### src/rtl/axi_pkg.sv
// Shared AXI4 types, widths and helpers for the burst master and its memory slave.
package axi_pkg;

    localparam int unsigned AXI_ADDR_W = 32;
    localparam int unsigned AXI_DATA_W = 32;
    localparam int unsigned AXI_LEN_W  = 8;
    localparam int unsigned AXI_STRB_W = AXI_DATA_W / 8;
    localparam int unsigned MEM_DEPTH  = 1024;

    typedef logic [AXI_ADDR_W-1:0] addr_t;
    typedef logic [AXI_DATA_W-1:0] data_t;
    typedef logic [AXI_STRB_W-1:0] strb_t;
    typedef logic [AXI_LEN_W-1:0]  len_t;

    typedef enum logic [1:0] {
        BURST_FIXED = 2'b00,
        BURST_INCR  = 2'b01,
        BURST_WRAP  = 2'b10
    } burst_t;

    typedef enum logic [1:0] {
        RESP_OKAY   = 2'b00,
        RESP_EXOKAY = 2'b01,
        RESP_SLVERR = 2'b10,
        RESP_DECERR = 2'b11
    } resp_t;

    // Worse of two responses; encoding order matches severity.
    function automatic logic [1:0] resp_max(input logic [1:0] a, input logic [1:0] b);
        return (a > b) ? a : b;
    endfunction

endpackage

### src/rtl/axi_if.sv
// AXI4 channel bundle between the burst master and axi_dpmem.
interface axi_if #(
    parameter int unsigned ADDR_W = 32,
    parameter int unsigned DATA_W = 32,
    parameter int unsigned LEN_W  = 8
);
    logic              AW_VALID;
    logic              AW_READY;
    logic [ADDR_W-1:0] AW_ADDR;
    logic [LEN_W-1:0]  AW_LEN;
    logic [2:0]        AW_SIZE;
    logic [1:0]        AW_BURST;

    logic                W_VALID;
    logic                W_READY;
    logic [DATA_W-1:0]   W_DATA;
    logic [DATA_W/8-1:0] W_STRB;
    logic                W_LAST;

    logic       B_VALID;
    logic       B_READY;
    logic [1:0] B_RESP;

    logic              AR_VALID;
    logic              AR_READY;
    logic [ADDR_W-1:0] AR_ADDR;
    logic [LEN_W-1:0]  AR_LEN;
    logic [2:0]        AR_SIZE;
    logic [1:0]        AR_BURST;

    logic              R_VALID;
    logic              R_READY;
    logic [DATA_W-1:0] R_DATA;
    logic [1:0]        R_RESP;
    logic              R_LAST;

    modport mst_mp (
        output AW_VALID, AW_ADDR, AW_LEN, AW_SIZE, AW_BURST,
        input  AW_READY,
        output W_VALID, W_DATA, W_STRB, W_LAST,
        input  W_READY,
        input  B_VALID, B_RESP,
        output B_READY,
        output AR_VALID, AR_ADDR, AR_LEN, AR_SIZE, AR_BURST,
        input  AR_READY,
        input  R_VALID, R_DATA, R_RESP, R_LAST,
        output R_READY
    );

    modport slv_mp (
        input  AW_VALID, AW_ADDR, AW_LEN, AW_SIZE, AW_BURST,
        output AW_READY,
        input  W_VALID, W_DATA, W_STRB, W_LAST,
        output W_READY,
        output B_VALID, B_RESP,
        input  B_READY,
        input  AR_VALID, AR_ADDR, AR_LEN, AR_SIZE, AR_BURST,
        output AR_READY,
        output R_VALID, R_DATA, R_RESP, R_LAST,
        input  R_READY
    );
endinterface

### src/rtl/axi_4k_check.sv
// Flags an INCR burst whose byte span runs past the end of its 4 KB page.
module axi_4k_check
    import axi_pkg::*;
#(
    parameter int unsigned LEN_W  = AXI_LEN_W,
    parameter int unsigned DATA_W = AXI_DATA_W
) (
    input  logic [11:0]      addr_lo,
    input  logic [LEN_W-1:0] len,
    output logic             crosses_c
);
    localparam int unsigned BYTES = DATA_W / 8;
    localparam int unsigned SUM_W = LEN_W + 16;

    logic [SUM_W-1:0] span_end;

    always_comb begin
        span_end  = SUM_W'(addr_lo) + (SUM_W'(len) + SUM_W'(1)) * SUM_W'(BYTES);
        crosses_c = span_end > SUM_W'(4096);
    end
endmodule

### src/rtl/axi_burst_master.sv
// Command/stream to AXI4 INCR burst engine with independent write and read paths.
module axi_burst_master
    import axi_pkg::*;
#(
    parameter int unsigned ADDR_W = AXI_ADDR_W,
    parameter int unsigned DATA_W = AXI_DATA_W,
    parameter int unsigned LEN_W  = AXI_LEN_W
) (
    input  logic                ACLK,
    input  logic                APRESETn,
    axi_if.mst_mp               axi_mst,
    input  logic                cmd_valid,
    output logic                cmd_ready,
    input  logic                cmd_write,
    input  logic [ADDR_W-1:0]   cmd_addr,
    input  logic [LEN_W-1:0]    cmd_len,
    input  logic [DATA_W-1:0]   wr_data,
    input  logic [DATA_W/8-1:0] wr_strb,
    input  logic                wr_valid,
    output logic                wr_ready,
    output logic [DATA_W-1:0]   rd_data,
    output logic                rd_last,
    output logic                rd_valid,
    input  logic                rd_ready,
    output logic                wr_done,
    output logic [1:0]          wr_resp,
    output logic                rd_done,
    output logic [1:0]          rd_resp
);
    localparam int unsigned STRB_W = DATA_W / 8;
    localparam logic [2:0]  AXSIZE = 3'($clog2(STRB_W));

    typedef enum logic [2:0] {WR_IDLE, WR_ADDR, WR_DATA, WR_RESP, WR_ERR} wr_state_t;
    typedef enum logic [1:0] {RD_IDLE, RD_ADDR, RD_DATA, RD_ERR} rd_state_t;

    wr_state_t wr_state_q, wr_state_d;
    rd_state_t rd_state_q, rd_state_d;

    logic              up_q;
    logic [ADDR_W-1:0] wr_addr_q, rd_addr_q;
    logic [LEN_W-1:0]  wr_len_q, rd_len_q, wr_cnt_q, rd_cnt_q;
    logic [1:0]        rd_acc_q;
    logic              rd_mis_q;

    logic [ADDR_W-1:0] cmd_addr_al_c;
    logic              crosses_c;
    logic              wr_cmd_c, rd_cmd_c;
    logic              aw_hs_c, w_hs_c, b_hs_c, ar_hs_c, r_hs_c;
    logic [1:0]        rd_worst_c;
    logic              rd_mis_c;

    assign cmd_addr_al_c = cmd_addr & ~ADDR_W'(STRB_W - 1);

    axi_4k_check #(.LEN_W(LEN_W), .DATA_W(DATA_W)) u_4k_check (
        .addr_lo   (cmd_addr_al_c[11:0]),
        .len       (cmd_len),
        .crosses_c (crosses_c)
    );

    // up_q keeps cmd_ready low until the first edge after reset release.
    assign cmd_ready = up_q && (cmd_write ? (wr_state_q == WR_IDLE) : (rd_state_q == RD_IDLE));
    assign wr_cmd_c  = cmd_valid && cmd_ready && cmd_write;
    assign rd_cmd_c  = cmd_valid && cmd_ready && !cmd_write;

    assign axi_mst.AW_VALID = (wr_state_q == WR_ADDR);
    assign axi_mst.AW_ADDR  = wr_addr_q;
    assign axi_mst.AW_LEN   = wr_len_q;
    assign axi_mst.AW_SIZE  = AXSIZE;
    assign axi_mst.AW_BURST = BURST_INCR;
    assign axi_mst.W_VALID  = (wr_state_q == WR_DATA) && wr_valid;
    assign axi_mst.W_DATA   = wr_data;
    assign axi_mst.W_STRB   = wr_strb;
    assign axi_mst.W_LAST   = (wr_cnt_q == wr_len_q);
    assign axi_mst.B_READY  = (wr_state_q == WR_RESP);
    assign wr_ready         = (wr_state_q == WR_DATA) && axi_mst.W_READY;

    assign axi_mst.AR_VALID = (rd_state_q == RD_ADDR);
    assign axi_mst.AR_ADDR  = rd_addr_q;
    assign axi_mst.AR_LEN   = rd_len_q;
    assign axi_mst.AR_SIZE  = AXSIZE;
    assign axi_mst.AR_BURST = BURST_INCR;
    assign axi_mst.R_READY  = (rd_state_q == RD_DATA) && rd_ready;
    assign rd_valid         = (rd_state_q == RD_DATA) && axi_mst.R_VALID;
    assign rd_data          = axi_mst.R_DATA;
    assign rd_last          = axi_mst.R_LAST;

    assign aw_hs_c = axi_mst.AW_VALID && axi_mst.AW_READY;
    assign w_hs_c  = axi_mst.W_VALID  && axi_mst.W_READY;
    assign b_hs_c  = axi_mst.B_VALID  && axi_mst.B_READY;
    assign ar_hs_c = axi_mst.AR_VALID && axi_mst.AR_READY;
    assign r_hs_c  = axi_mst.R_VALID  && axi_mst.R_READY;

    // A beat mismatches when R_LAST and the beat count disagree about the end.
    assign rd_worst_c = resp_max(rd_acc_q, axi_mst.R_RESP);
    assign rd_mis_c   = axi_mst.R_LAST != (rd_cnt_q == rd_len_q);

    always_ff @(posedge ACLK or negedge APRESETn) begin
        if (!APRESETn) begin
            wr_state_q <= WR_IDLE;
            rd_state_q <= RD_IDLE;
        end else begin
            wr_state_q <= wr_state_d;
            rd_state_q <= rd_state_d;
        end
    end

    always_comb begin
        wr_state_d = wr_state_q;
        case (wr_state_q)
            WR_IDLE: if (wr_cmd_c) wr_state_d = crosses_c ? WR_ERR : WR_ADDR;
            WR_ADDR: if (aw_hs_c) wr_state_d = WR_DATA;
            WR_DATA: if (w_hs_c && axi_mst.W_LAST) wr_state_d = WR_RESP;
            WR_RESP: if (b_hs_c) wr_state_d = WR_IDLE;
            WR_ERR:  wr_state_d = WR_IDLE;
            default: wr_state_d = WR_IDLE;
        endcase
    end

    always_comb begin
        rd_state_d = rd_state_q;
        case (rd_state_q)
            RD_IDLE: if (rd_cmd_c) rd_state_d = crosses_c ? RD_ERR : RD_ADDR;
            RD_ADDR: if (ar_hs_c) rd_state_d = RD_DATA;
            RD_DATA: if (r_hs_c && axi_mst.R_LAST) rd_state_d = RD_IDLE;
            RD_ERR:  rd_state_d = RD_IDLE;
            default: rd_state_d = RD_IDLE;
        endcase
    end

    // Burst context, beat counters and registered completion reporting.
    always_ff @(posedge ACLK or negedge APRESETn) begin
        if (!APRESETn) begin
            up_q      <= 1'b0;
            wr_addr_q <= '0;
            wr_len_q  <= '0;
            wr_cnt_q  <= '0;
            wr_done   <= 1'b0;
            wr_resp   <= RESP_OKAY;
            rd_addr_q <= '0;
            rd_len_q  <= '0;
            rd_cnt_q  <= '0;
            rd_acc_q  <= RESP_OKAY;
            rd_mis_q  <= 1'b0;
            rd_done   <= 1'b0;
            rd_resp   <= RESP_OKAY;
        end else begin
            up_q    <= 1'b1;
            wr_done <= 1'b0;
            rd_done <= 1'b0;

            if (wr_cmd_c) begin
                wr_addr_q <= cmd_addr_al_c;
                wr_len_q  <= cmd_len;
                wr_cnt_q  <= '0;
                if (crosses_c) begin
                    wr_done <= 1'b1;
                    wr_resp <= RESP_SLVERR;
                end
            end
            if (w_hs_c) wr_cnt_q <= wr_cnt_q + LEN_W'(1);
            if (b_hs_c) begin
                wr_done <= 1'b1;
                wr_resp <= axi_mst.B_RESP;
            end

            if (rd_cmd_c) begin
                rd_addr_q <= cmd_addr_al_c;
                rd_len_q  <= cmd_len;
                rd_cnt_q  <= '0;
                rd_acc_q  <= RESP_OKAY;
                rd_mis_q  <= 1'b0;
                if (crosses_c) begin
                    rd_done <= 1'b1;
                    rd_resp <= RESP_SLVERR;
                end
            end
            if (r_hs_c) begin
                rd_cnt_q <= rd_cnt_q + LEN_W'(1);
                rd_acc_q <= rd_worst_c;
                if (rd_mis_c) rd_mis_q <= 1'b1;
                if (axi_mst.R_LAST) begin
                    rd_done <= 1'b1;
                    rd_resp <= (rd_mis_q || rd_mis_c) ? RESP_SLVERR : rd_worst_c;
                end
            end
        end
    end
endmodule

### src/flat_wrapper.sv
// flat-port wrapper written by rule: the top's interface ports become plain ports
module axi_burst_master_flat import axi_pkg::*;
#(
    parameter int unsigned ADDR_W = AXI_ADDR_W,
    parameter int unsigned DATA_W = AXI_DATA_W,
    parameter int unsigned LEN_W  = AXI_LEN_W
)
  (ACLK, APRESETn, cmd_valid, cmd_ready, cmd_write, cmd_addr, cmd_len, wr_data, wr_strb, wr_valid, wr_ready, rd_data, rd_last, rd_valid, rd_ready, wr_done, wr_resp, rd_done, rd_resp, axi_mst_AW_VALID, axi_mst_AW_ADDR, axi_mst_AW_LEN, axi_mst_AW_SIZE, axi_mst_AW_BURST, axi_mst_AW_READY, axi_mst_W_VALID, axi_mst_W_DATA, axi_mst_W_STRB, axi_mst_W_LAST, axi_mst_W_READY, axi_mst_B_VALID, axi_mst_B_RESP, axi_mst_B_READY, axi_mst_AR_VALID, axi_mst_AR_ADDR, axi_mst_AR_LEN, axi_mst_AR_SIZE, axi_mst_AR_BURST, axi_mst_AR_READY, axi_mst_R_VALID, axi_mst_R_DATA, axi_mst_R_RESP, axi_mst_R_LAST, axi_mst_R_READY);
  axi_if #(.ADDR_W(ADDR_W), .DATA_W(DATA_W), .LEN_W(LEN_W)) axi_mst_i ();
  input  logic ACLK;
  input  logic APRESETn;
  input  logic cmd_valid;
  output logic cmd_ready;
  input  logic cmd_write;
  input  logic [ADDR_W-1:0] cmd_addr;
  input  logic [LEN_W-1:0] cmd_len;
  input  logic [DATA_W-1:0] wr_data;
  input  logic [DATA_W/8-1:0] wr_strb;
  input  logic wr_valid;
  output logic wr_ready;
  output logic [DATA_W-1:0] rd_data;
  output logic rd_last;
  output logic rd_valid;
  input  logic rd_ready;
  output logic wr_done;
  output logic [1:0] wr_resp;
  output logic rd_done;
  output logic [1:0] rd_resp;
  output wire logic [$bits(axi_mst_i.AW_VALID)-1:0] axi_mst_AW_VALID;
  output wire logic [$bits(axi_mst_i.AW_ADDR)-1:0] axi_mst_AW_ADDR;
  output wire logic [$bits(axi_mst_i.AW_LEN)-1:0] axi_mst_AW_LEN;
  output wire logic [$bits(axi_mst_i.AW_SIZE)-1:0] axi_mst_AW_SIZE;
  output wire logic [$bits(axi_mst_i.AW_BURST)-1:0] axi_mst_AW_BURST;
  input wire logic [$bits(axi_mst_i.AW_READY)-1:0] axi_mst_AW_READY;
  output wire logic [$bits(axi_mst_i.W_VALID)-1:0] axi_mst_W_VALID;
  output wire logic [$bits(axi_mst_i.W_DATA)-1:0] axi_mst_W_DATA;
  output wire logic [$bits(axi_mst_i.W_STRB)-1:0] axi_mst_W_STRB;
  output wire logic [$bits(axi_mst_i.W_LAST)-1:0] axi_mst_W_LAST;
  input wire logic [$bits(axi_mst_i.W_READY)-1:0] axi_mst_W_READY;
  input wire logic [$bits(axi_mst_i.B_VALID)-1:0] axi_mst_B_VALID;
  input wire logic [$bits(axi_mst_i.B_RESP)-1:0] axi_mst_B_RESP;
  output wire logic [$bits(axi_mst_i.B_READY)-1:0] axi_mst_B_READY;
  output wire logic [$bits(axi_mst_i.AR_VALID)-1:0] axi_mst_AR_VALID;
  output wire logic [$bits(axi_mst_i.AR_ADDR)-1:0] axi_mst_AR_ADDR;
  output wire logic [$bits(axi_mst_i.AR_LEN)-1:0] axi_mst_AR_LEN;
  output wire logic [$bits(axi_mst_i.AR_SIZE)-1:0] axi_mst_AR_SIZE;
  output wire logic [$bits(axi_mst_i.AR_BURST)-1:0] axi_mst_AR_BURST;
  input wire logic [$bits(axi_mst_i.AR_READY)-1:0] axi_mst_AR_READY;
  input wire logic [$bits(axi_mst_i.R_VALID)-1:0] axi_mst_R_VALID;
  input wire logic [$bits(axi_mst_i.R_DATA)-1:0] axi_mst_R_DATA;
  input wire logic [$bits(axi_mst_i.R_RESP)-1:0] axi_mst_R_RESP;
  input wire logic [$bits(axi_mst_i.R_LAST)-1:0] axi_mst_R_LAST;
  output wire logic [$bits(axi_mst_i.R_READY)-1:0] axi_mst_R_READY;
  assign axi_mst_AW_VALID = axi_mst_i.AW_VALID;
  assign axi_mst_AW_ADDR = axi_mst_i.AW_ADDR;
  assign axi_mst_AW_LEN = axi_mst_i.AW_LEN;
  assign axi_mst_AW_SIZE = axi_mst_i.AW_SIZE;
  assign axi_mst_AW_BURST = axi_mst_i.AW_BURST;
  assign axi_mst_i.AW_READY = axi_mst_AW_READY;
  assign axi_mst_W_VALID = axi_mst_i.W_VALID;
  assign axi_mst_W_DATA = axi_mst_i.W_DATA;
  assign axi_mst_W_STRB = axi_mst_i.W_STRB;
  assign axi_mst_W_LAST = axi_mst_i.W_LAST;
  assign axi_mst_i.W_READY = axi_mst_W_READY;
  assign axi_mst_i.B_VALID = axi_mst_B_VALID;
  assign axi_mst_i.B_RESP = axi_mst_B_RESP;
  assign axi_mst_B_READY = axi_mst_i.B_READY;
  assign axi_mst_AR_VALID = axi_mst_i.AR_VALID;
  assign axi_mst_AR_ADDR = axi_mst_i.AR_ADDR;
  assign axi_mst_AR_LEN = axi_mst_i.AR_LEN;
  assign axi_mst_AR_SIZE = axi_mst_i.AR_SIZE;
  assign axi_mst_AR_BURST = axi_mst_i.AR_BURST;
  assign axi_mst_i.AR_READY = axi_mst_AR_READY;
  assign axi_mst_i.R_VALID = axi_mst_R_VALID;
  assign axi_mst_i.R_DATA = axi_mst_R_DATA;
  assign axi_mst_i.R_RESP = axi_mst_R_RESP;
  assign axi_mst_i.R_LAST = axi_mst_R_LAST;
  assign axi_mst_R_READY = axi_mst_i.R_READY;
  axi_burst_master #(.ADDR_W(ADDR_W), .DATA_W(DATA_W), .LEN_W(LEN_W)) u_core (.ACLK(ACLK), .APRESETn(APRESETn), .axi_mst(axi_mst_i), .cmd_valid(cmd_valid), .cmd_ready(cmd_ready), .cmd_write(cmd_write), .cmd_addr(cmd_addr), .cmd_len(cmd_len), .wr_data(wr_data), .wr_strb(wr_strb), .wr_valid(wr_valid), .wr_ready(wr_ready), .rd_data(rd_data), .rd_last(rd_last), .rd_valid(rd_valid), .rd_ready(rd_ready), .wr_done(wr_done), .wr_resp(wr_resp), .rd_done(rd_done), .rd_resp(rd_resp));
endmodule
### config.mk
export PLATFORM = sky130hd
export DESIGN_NAME = axi_burst_master_flat
export DESIGN_NICKNAME = d
export VERILOG_FILES = /design/src/rtl/axi_pkg.sv /design/src/rtl/axi_if.sv /design/src/rtl/axi_4k_check.sv /design/src/rtl/axi_burst_master.sv /design/src/flat_wrapper.sv
export SDC_FILE = /design/constraint.sdc
export NUM_CORES = 1
export LEC_CHECK = 0
export CAP_MARGIN = 25
export CORE_MARGIN = 2
export CORE_UTILIZATION = 40
export CTS_CLUSTER_SIZE = 14
export DETAILED_ROUTE_END_ITERATION = 10
export GPL_ROUTABILITY_DRIVEN = 0
export PLACE_DENSITY = 0.81
export SLEW_MARGIN = 20
export SYNTH_ARGS = -nofsm -noshare
export SYNTH_HDL_FRONTEND = slang
export SYNTH_SLANG_ARGS = --single-unit
### constraint.sdc
create_clock -name ACLK -period 2.45 [get_ports ACLK]
set_clock_uncertainty 0.2 [all_clocks]
set_input_delay 0.6125 -clock ACLK [delete_from_list [all_inputs] [get_ports ACLK]]
set_output_delay 0.6125 -clock ACLK [all_outputs]
set_load 0.02 [all_outputs]
==> report_table.html, run 1 <==
<table>
<tr><th>Metric</th><th>Value</th></tr>
<tr><th colspan="2">STA</th></tr>
<tr><td>Summed negative setup slack over all endpoints</td><td>-5.22 ns</td></tr>
<tr><td>Worst path setup slack after routing</td><td>-0.611 ns</td></tr>
<tr><td>Final period utilization</td><td>125%</td></tr>
<tr><td>RSZ-0062 raised after global routing</td><td>yes</td></tr>
<tr><td>Number of setup violations in the final report</td><td>9</td></tr>
<tr><td>Max Transition Viols Final</td><td>0</td></tr>
<tr><td>Worst Hold Margin</td><td>0.273 ns</td></tr>
<tr><td>Number of failing hold endpoints at the final stage</td><td>0</td></tr>
<tr><td>Final critical path time including I/O delays and setup</td><td>3.06 ns</td></tr>
<tr><td>Achievable frequency</td><td>0.327 GHz</td></tr>
<tr><th colspan="2">Cells and area</th></tr>
<tr><td>Final non-filler cell area</td><td>7720 um^2</td></tr>
<tr><td>Final antenna diode count</td><td>0</td></tr>
<tr><td>Area of combinational cells with multiple inputs</td><td>2490 um^2</td></tr>
<tr><td>Signed area change from the synthesized netlist to the final layout</td><td>35.1%</td></tr>
<tr><td>Register Area</td><td>2680 um^2</td></tr>
<tr><td>Fraction of final layout cells with drive strength greater than 1</td><td>14.4%</td></tr>
<tr><td>Final nets</td><td>936</td></tr>
<tr><td>Number of fill cells</td><td>1230</td></tr>
<tr><td>Final core utilization</td><td>55.4%</td></tr>
<tr><th colspan="2">Synth</th></tr>
<tr><td>Number of flip-flops and latches in the synthesized netlist</td><td>107</td></tr>
<tr><td>Top-area cell type share of the netlist area</td><td>46.8%</td></tr>
<tr><td>Post-synth ARST share</td><td>100%</td></tr>
<tr><td>Prevailing post-synth register cell</td><td>dfrtp_1</td></tr>
<tr><td>Register area share after synthesis</td><td>46.8%</td></tr>
<tr><td>Cells taking the most area after synthesis</td><td>dfrtp_1 47%, nand2_1 16%, buf_4 11%, xnor2_1 3.8%, ha_1 3.7%</td></tr>
<tr><td>Number of enable-type register cells in the synthesized netlist</td><td>0</td></tr>
<tr><td>Mean instance size in the synthesized netlist</td><td>8.65 um^2</td></tr>
<tr><td>Count of cell types in the netlist</td><td>49</td></tr>
<tr><td>Cell accounting for the most synthesized area</td><td>dfrtp_1</td></tr>
<tr><td>Post-synthesis instance total</td><td>661</td></tr>
<tr><td>Yosys Warn Count</td><td>0</td></tr>
<tr><td>Netlist area before placement</td><td>5720 um^2</td></tr>
<tr><td>Most common library cells after synthesis</td><td>251 x nand2_1, 107 x dfrtp_1, 83 x buf_4</td></tr>
<tr><td>Most instantiated library cell after synthesis</td><td>nand2_1</td></tr>
<tr><th colspan="2">Worst setup path</th></tr>
<tr><td>Cells along the critical path</td><td>dlygate4sd2_1, and3_1, nand3_2, or2_4, xnor2_2, ha_4, nor4bb_1, and2_1, or4_4, a211oi_4, a211o_1</td></tr>
<tr><td>Largest stage delay on the critical path</td><td>0.57 ns</td></tr>
<tr><td>Critical path endpoint category</td><td>flop</td></tr>
<tr><td>Worst reg2reg path depth</td><td>6</td></tr>
<tr><td>Worst EP required</td><td>2.54 ns</td></tr>
<tr><td>Standard cell with the maximum stage delay on the critical path</td><td>or4_4</td></tr>
<tr><td>Maximum net fanout on the critical path</td><td>8</td></tr>
<tr><td>Critical path type</td><td>in -&gt; reg</td></tr>
<tr><td>Type of element launching the critical path</td><td>input port</td></tr>
<tr><td>Kind of cell adding the most delay to the critical path</td><td>simple AND/OR/NAND/NOR gates</td></tr>
<tr><td>Critical register-to-register path endpoint</td><td>u_core.wr_cnt_q[3]</td></tr>
<tr><td>Arrival time of the worst setup path</td><td>3.15 ns</td></tr>
<tr><td>Flop2flop setup slack</td><td>0.51 ns</td></tr>
<tr><td>Startpoint of the lowest-slack register-to-register path</td><td>u_core.wr_state_q[0]</td></tr>
<tr><td>Buffers plus inverters on the worst setup path</td><td>1</td></tr>
<tr><th colspan="2">Clock tree</th></tr>
<tr><td>CTS Sinks</td><td>107</td></tr>
<tr><td>Total number of H-tree levels</td><td>3</td></tr>
<tr><td>Root Driver</td><td>clkbuf_16</td></tr>
<tr><td>Clock Latency Late Sink</td><td>0.34 ns</td></tr>
<tr><td>CTS tree</td><td>built</td></tr>
<tr><td>Number of buffers created by CTS</td><td>9</td></tr>
<tr><td>Buffer levels on the longest clock path</td><td>2</td></tr>
<tr><td>Clock Pin Slew Worst Setup and Hold Paths</td><td>0.07 ns</td></tr>
<tr><th colspan="2">Hold path</th></tr>
<tr><td>Hold worst-path end</td><td>u_core.axi_mst.AW_ADDR[21]</td></tr>
<tr><td>Hold Startpoint</td><td>u_core.axi_mst.AW_ADDR[21]</td></tr>
<tr><td>Hold Path Cell Cnt</td><td>2</td></tr>
<tr><td>Path category of the worst min-delay check</td><td>reg -&gt; reg</td></tr>
<tr><th colspan="2">Power</th></tr>
<tr><td>Proportion of power drawn by flip-flops and latches</td><td>35.3%</td></tr>
<tr><td>Leakage component of the power</td><td>3.81 nW</td></tr>
<tr><td>Net switching power</td><td>3.12 mW</td></tr>
<tr><td>Logic gate share of total power</td><td>46.0%</td></tr>
<tr><td>Internal Pwr Total</td><td>5.18 mW</td></tr>
<tr><td>Clock network power share</td><td>18.6%</td></tr>
<tr><td>Peak supply drop</td><td>0.609 mV</td></tr>
<tr><td>Cell area power density</td><td>1070 nW/um^2</td></tr>
<tr><td>Fraction of power spent switching nets</td><td>37.6%</td></tr>
<tr><th colspan="2">Place</th></tr>
<tr><td>Post-placement cell area</td><td>7250 um^2</td></tr>
<tr><td>Total of buffers placed on input and output ports</td><td>145</td></tr>
<tr><td>Post-detail-place hpwl</td><td>10.8 mm</td></tr>
<tr><th colspan="2">Detailed routing</th></tr>
<tr><td>Routed Antenna Nets</td><td>0</td></tr>
<tr><td>Vias per Instance</td><td>4.93</td></tr>
<tr><td>Average wire per standard cell</td><td>15.2 um</td></tr>
<tr><td>Routed wire length</td><td>14.9 mm</td></tr>
<tr><td>Number of iterations in the first detailed-routing pass</td><td>4</td></tr>
<tr><td>Count of vias placed by the detailed router</td><td>4826</td></tr>
<tr><td>DRC marker count from the first detailed-route iteration</td><td>259</td></tr>
<tr><td>DRC violations left</td><td>0</td></tr>
<tr><th colspan="2">GRT</th></tr>
<tr><td>Overflow left after global routing</td><td>0</td></tr>
<tr><td>Total routing resource utilization after global routing</td><td>20.1%</td></tr>
<tr><td>Via count of the first global-routing pass</td><td>4704</td></tr>
<tr><td>Initial antenna violation count</td><td>0</td></tr>
<tr><td>Pin count of the biggest net entering global routing</td><td>46</td></tr>
<tr><td>Global-route wire length before repair</td><td>23.6 mm</td></tr>
<tr><th colspan="2">Floorplanning</th></tr>
<tr><td>Y dimension of the die</td><td>124 um</td></tr>
<tr><td>Std-Cell Rows</td><td>43</td></tr>
<tr><td>Width of the die</td><td>124 um</td></tr>
<tr><td>I/O Pins</td><td>298</td></tr>
<tr><td>Initial standard-cell utilization of the core</td><td>41.0%</td></tr>
<tr><td>Die Outline Area</td><td>15300 um^2</td></tr>
<tr><td>Core Footprint</td><td>13900 um^2</td></tr>
<tr><th colspan="2">Outcome</th></tr>
<tr><td>Run status</td><td>finished with violations</td></tr>
<tr><td>Violated checks</td><td>setup timing</td></tr>
<tr><th colspan="2">Job</th></tr>
<tr><td>Maxcap violations</td><td>0</td></tr>
</table>
-- area by class of cell --
class | count | area share, %
multi-input cells | 453 | 32.2
clock buffers | 12 | 3.45
flip-flops and latches | 107 | 34.7
repair buffers | 212 | 25.5
well taps | 180 | 2.92
clock inverters | 4 | 0.713
inverters | 11 | 0.534
-- power by group through the flow --
stage	Sequential (mW)	Combinational [mW]	Clock, mW
after floorplan	3.66	1.29	0
after global placement	2.94	3.75	0
after detailed placement	2.95	3.83	0
after CTS	2.94	3.83	1.58
after global routing	3.03	4.14	1.66
final	2.93	3.82	1.55
-- metal layers --
metal,wire (um),GRT usage (%),vias to the layer above,share of wire (%)
li1,-,-,2319,-
met1,6400,25.8,2314,43
met2,7140,31.8,160,48
met3,988,5.58,33,6.6
met4,404,8.52,0,2.7
met5,0,0,-,0
-- layout by cell type (no fill, tap or decap), types with 10 or more instances in the layout --
master           netlist  layout
dfrtp_1              107     107
xnor2_1               25      22
ha_1                  17      14
conb_1                 2      15
and3_1                13      13
nor2_1                23      23
buf_4                 83      62
nand2_1              251     251
dlygate4sd2_1          0      14
o21ai_0               23      23
inv_1                 11      10
clkdlybuf4s50_1        0     123
-- timing repair --
item | in CTS | in global routing
endpoints found under the setup margin | 18 | 11
buffers inserted | 6 | 1
pin swaps | 15 | 11
hold buffers | 1 | 0
hold endpoints to repair | 20 | 0
gates resized for setup | 58 | 12
-- flip-flops by register name (all words and copies together) (netlist names) --
name	count
u_core.axi_mst.AR_ADDR	30
u_core.axi_mst.AR_LEN	8
u_core.axi_mst.AW_ADDR	30
u_core.axi_mst.AW_LEN	8
u_core.rd_acc_q	2
u_core.rd_cnt_q	8
u_core.rd_done	1
u_core.rd_mis_q	1
u_core.rd_resp	2
u_core.rd_state_q	2
u_core.up_q	1
u_core.wr_cnt_q	8
u_core.wr_done	1
u_core.wr_resp	2
u_core.wr_state_q	3
-- worst max path at each step --
| stage | startpoint | to | slack, ns | depth (start not counted) |
|---|---|---|---|---|
| floorplan | cmd_len[0] | u_core.wr_resp[0] | -0.67 | 9 |
| global placement | cmd_len[0] | u_core.wr_resp[0] | -1.39 | 12 |
| detailed placement | cmd_len[0] | u_core.wr_resp[0] | -1.50 | 10 |
| CTS | cmd_len[1] | u_core.wr_resp[0] | -0.55 | 10 |
| global route | cmd_len[4] | u_core.wr_resp[1] | -0.67 | 11 |
| finish | cmd_len[4] | u_core.wr_resp[1] | -0.61 | 11 |
-- tightest hold or removal path, cell delays in order (launching register included) --
cell and delay [ns]:
dfrtp_1 0.34, nand2_1 0.05, nand2_1 0.05
-- cells by family (layout without fill, tap and decap cells) --
logic type / after synthesis / count (layout) / synth area share (%)
other: 2 / 15 / 0.131
AOI/OAI and AO/OA: 59 / 59 / 7.14
adders and majority gates: 18 / 18 / 4.07
xor gates and xnor gates: 30 / 30 / 4.60
buffers and inverters: 114 / 239 / 12.9
muxes: 2 / 2 / 0.350
DFF: 107 / 107 / 46.8
and+or+nand+nor: 329 / 329 / 23.9
-- through the flow --
stage	std cells	power [mW]	worst slack (ns)
finish	979	8.30	-0.611
floorplan	674	4.95	-0.668
detailed placement	955	6.78	-1.50
global placement	955	6.69	-1.39
global route	979	8.82	-0.674
CTS	978	8.35	-0.546
Note: power is estimated with default switching activity, not from simulation.
==> run 2, diff against run 1 <==
--- a/config.mk
+++ b/config.mk
@@ -7,11 +7,13 @@
 export LEC_CHECK = 0
 export CAP_MARGIN = 25
 export CORE_MARGIN = 2
-export CORE_UTILIZATION = 40
+export CORE_UTILIZATION = 41
+export CTS_BUF_LIST = sky130_fd_sc_hd__clkbuf_4
+export CTS_CLUSTER_DIAMETER = 60
 export CTS_CLUSTER_SIZE = 14
 export DETAILED_ROUTE_END_ITERATION = 10
 export GPL_ROUTABILITY_DRIVEN = 0
-export PLACE_DENSITY = 0.81
+export PLACE_DENSITY = 0.83
 export SLEW_MARGIN = 20
 export SYNTH_ARGS = -nofsm -noshare
 export SYNTH_HDL_FRONTEND = slang
==> run 2 against run 1 <==
Effect of this change: the flow still finishes with violations (setup timing); via count fell by 0.41%; cell area decreased by 1.4%; sequential cell count did not move; core utilization shrank 0.12 points; first-iteration DRC count shrank 13%; critical endpoint unchanged; largest power group unchanged.
==> report_table.html, run 2 (synthesized netlist as in run 1, its figures left out) <==
<table>
<tr><th>Metric</th><th>Value</th></tr>
<tr><th colspan="2">Outcome</th></tr>
<tr><td>Run status</td><td>finished with violations</td></tr>
<tr><td>Violated checks</td><td>setup timing</td></tr>
<tr><th colspan="2">Power</th></tr>
<tr><td>Total power</td><td>7.84 mW</td></tr>
<tr><td>Leakage component of the power</td><td>3.79 nW</td></tr>
<tr><td>Cell area power density</td><td>1030 nW/um^2</td></tr>
<tr><td>Peak supply drop</td><td>0.743 mV</td></tr>
<tr><th colspan="2">Clock tree</th></tr>
<tr><td>Clock Pin Slew Worst Setup and Hold Paths</td><td>0.17 ns</td></tr>
<tr><td>Number of buffers created by CTS</td><td>9</td></tr>
<tr><td>CTS tree</td><td>built</td></tr>
<tr><td>Total number of H-tree levels</td><td>3</td></tr>
<tr><td>Clock Latency Late Sink</td><td>0.47 ns</td></tr>
<tr><td>Root Driver</td><td>clkbuf_4</td></tr>
<tr><td>CTS Sinks</td><td>107</td></tr>
<tr><td>Buffer levels on the longest clock path</td><td>2</td></tr>
<tr><th colspan="2">Cells and area</th></tr>
<tr><td>Fraction of final layout cells with drive strength greater than 1</td><td>16.7%</td></tr>
<tr><td>Final nets</td><td>941</td></tr>
<tr><td>Signed area change from the synthesized netlist to the final layout</td><td>33.3%</td></tr>
<tr><td>Final non-filler cell area</td><td>7620 um^2</td></tr>
<tr><td>Commonest non-fill, non-tap cells in the layout</td><td>251 x nand2_1, 117 x clkdlybuf4s50_1, 106 x dfrtp_1</td></tr>
<tr><td>Most common cell after layout, fill and taps aside</td><td>nand2_1</td></tr>
<tr><td>Area of combinational cells with multiple inputs</td><td>2500 um^2</td></tr>
<tr><td>Register Area</td><td>2680 um^2</td></tr>
<tr><td>Final antenna diode count</td><td>0</td></tr>
<tr><td>Number of fill cells</td><td>1211</td></tr>
<tr><th colspan="2">Place</th></tr>
<tr><td>Post-placement cell area</td><td>7230 um^2</td></tr>
<tr><td>Post-detail-place hpwl</td><td>10.5 mm</td></tr>
<tr><td>Total of buffers placed on input and output ports</td><td>145</td></tr>
<tr><td>Setup slack at placement</td><td>-1.43 ns</td></tr>
<tr><th colspan="2">STA</th></tr>
<tr><td>Final critical path time including I/O delays and setup</td><td>2.92 ns</td></tr>
<tr><td>Max Transition Viols Final</td><td>0</td></tr>
<tr><td>Achievable frequency</td><td>0.342 GHz</td></tr>
<tr><td>Slew Limit Headroom</td><td>59.8%</td></tr>
<tr><td>RSZ-0062 raised after global routing</td><td>yes</td></tr>
<tr><td>Worst path setup slack after routing</td><td>-0.470 ns</td></tr>
<tr><td>Slew of the pin with the lowest slew margin</td><td>0.603 ns</td></tr>
<tr><td>Number of setup violations in the final report</td><td>9</td></tr>
<tr><td>Number of failing hold endpoints at the final stage</td><td>0</td></tr>
<tr><td>Worst Hold Margin</td><td>0.273 ns</td></tr>
<tr><td>Final period utilization</td><td>119%</td></tr>
<tr><th colspan="2">Worst setup path</th></tr>
<tr><td>Critical path type</td><td>in -&gt; reg</td></tr>
<tr><td>Worst reg2reg path depth</td><td>7</td></tr>
<tr><td>Critical path endpoint category</td><td>flop</td></tr>
<tr><td>Largest stage delay on the critical path</td><td>0.59 ns</td></tr>
<tr><td>Standard cell with the maximum stage delay on the critical path</td><td>or4_4</td></tr>
<tr><td>Cells along the critical path</td><td>buf_12, ha_4, xor2_2, ha_1, a32o_2, o311ai_4, o31ai_2, or4_4, a211oi_4, a211o_1</td></tr>
<tr><td>Maximum net fanout on the critical path</td><td>5</td></tr>
<tr><td>Worst EP required</td><td>2.68 ns</td></tr>
<tr><td>Arrival time of the worst setup path</td><td>3.15 ns</td></tr>
<tr><td>Type of element launching the critical path</td><td>input port</td></tr>
<tr><th colspan="2">GRT</th></tr>
<tr><td>Global-route wire length before repair</td><td>23.5 mm</td></tr>
<tr><td>Pin count of the biggest net entering global routing</td><td>108</td></tr>
<tr><td>Total routing resource utilization after global routing</td><td>20.2%</td></tr>
<tr><td>Overflow left after global routing</td><td>0</td></tr>
<tr><td>GR Layer Usage met1</td><td>25.8%</td></tr>
<tr><td>Met2 routing resource usage after global routing</td><td>32.8%</td></tr>
<tr><td>Initial antenna violation count</td><td>0</td></tr>
<tr><td>Global routing usage on met3</td><td>4.92%</td></tr>
<tr><td>Via count of the first global-routing pass</td><td>4768</td></tr>
<tr><td>Busiest grt layer</td><td>met2</td></tr>
<tr><th colspan="2">Floorplanning</th></tr>
<tr><td>Y dimension of the die</td><td>122 um</td></tr>
<tr><td>Core Footprint</td><td>13800 um^2</td></tr>
<tr><td>I/O Pins</td><td>298</td></tr>
<tr><td>Initial standard-cell utilization of the core</td><td>41.5%</td></tr>
<tr><td>Die Outline Area</td><td>14900 um^2</td></tr>
<tr><td>Width of the die</td><td>122 um</td></tr>
<tr><td>Std-Cell Rows</td><td>43</td></tr>
<tr><th colspan="2">Detailed routing</th></tr>
<tr><td>Routed wire length</td><td>14.9 mm</td></tr>
<tr><td>Count of vias placed by the detailed router</td><td>4806</td></tr>
<tr><td>Average wire per standard cell</td><td>15.2 um</td></tr>
<tr><td>Routed Antenna Nets</td><td>0</td></tr>
<tr><td>Vias per Instance</td><td>4.88</td></tr>
<tr><td>DRC violations left</td><td>0</td></tr>
<tr><td>Number of iterations in the first detailed-routing pass</td><td>4</td></tr>
<tr><td>DRC marker count from the first detailed-route iteration</td><td>226</td></tr>
<tr><th colspan="2">Job</th></tr>
<tr><td>Maxcap violations</td><td>0</td></tr>
<tr><th colspan="2">Hold path</th></tr>
<tr><td>Path category of the worst min-delay check</td><td>in -&gt; reg</td></tr>
<tr><td>Hold Path Cell Cnt</td><td>4</td></tr>
</table>
-- run 2: layout make-up --
| class | count | area share [%] |
|---|---|---|
| flip-flops and latches | 107 | 35.2 |
| multi-input cells | 453 | 32.8 |
| repair buffers | 217 | 26.2 |
| well taps | 180 | 2.96 |
| clock inverters | 6 | 1.25 |
| clock buffers | 10 | 0.985 |
| inverters | 11 | 0.575 |
-- run 2: report_power, final --
group,switching (mW),internal [mW]
Combinational,1.99,1.85
Sequential,0.505,2.44
Clock,0.615,0.439
-- run 2: what timing repair did --
item | CTS | global route
cloned | 0 | 0
setup endpoints to repair | 21 | 20
hold buffers | 1 | 0
gates resized for setup | 80 | 26
endpoints found under the hold margin | 34 | 0
buffers inserted | 10 | 3
pin swaps | 19 | 15
-- run 2: final timing paths --
path / from / end / slack, ns
min reg2reg: u_core.axi_mst.AW_ADDR[25] / u_core.axi_mst.AW_ADDR[25] / 0.29
min: cmd_addr[2] / u_core.axi_mst.AR_ADDR[2] / 0.27
max: cmd_len[0] / u_core.wr_resp[1] / -0.47
max in group asynchronous: APRESETn / u_core.axi_mst.AW_ADDR[2] / 1.05
min in group asynchronous: APRESETn / u_core.rd_cnt_q[0] / 0.52
max reg2reg: u_core.wr_state_q[0] / u_core.wr_cnt_q[2] / 0.38
-- run 2: critical path: cells and delay by family --
| family | cells | cell delay (ns) |
|---|---|---|
| xor gates and xnor gates | 1 | 0.14 |
| and+or+nand+nor | 1 | 0.59 |
| buffers and inverters | 1 | 0.11 |
| adders and majority gates | 2 | 0.44 |
| AOI/OAI and AO/OA | 5 | 1.25 |
-- run 2: stage by stage --
step	TNS (ns)	std cells	utilization, %
floorplan	-5.79	674	-
global placement	-13.74	954	52.5
detailed placement	-14.08	954	52.5
CTS	-3.01	981	54.8
global route	-4.36	984	55.3
finish	-4.03	984	55.3
-- run 2: per-layer routing --
| metal | vias up | wire [um] | share of wire (%) |
|---|---|---|---|
| li1 | 2314 | - | - |
| met5 | - | 0 | 0 |
| met4 | 0 | 408 | 2.7 |
| met1 | 2296 | 6450 | 43 |
| met3 | 28 | 953 | 6.4 |
| met2 | 168 | 7130 | 48 |
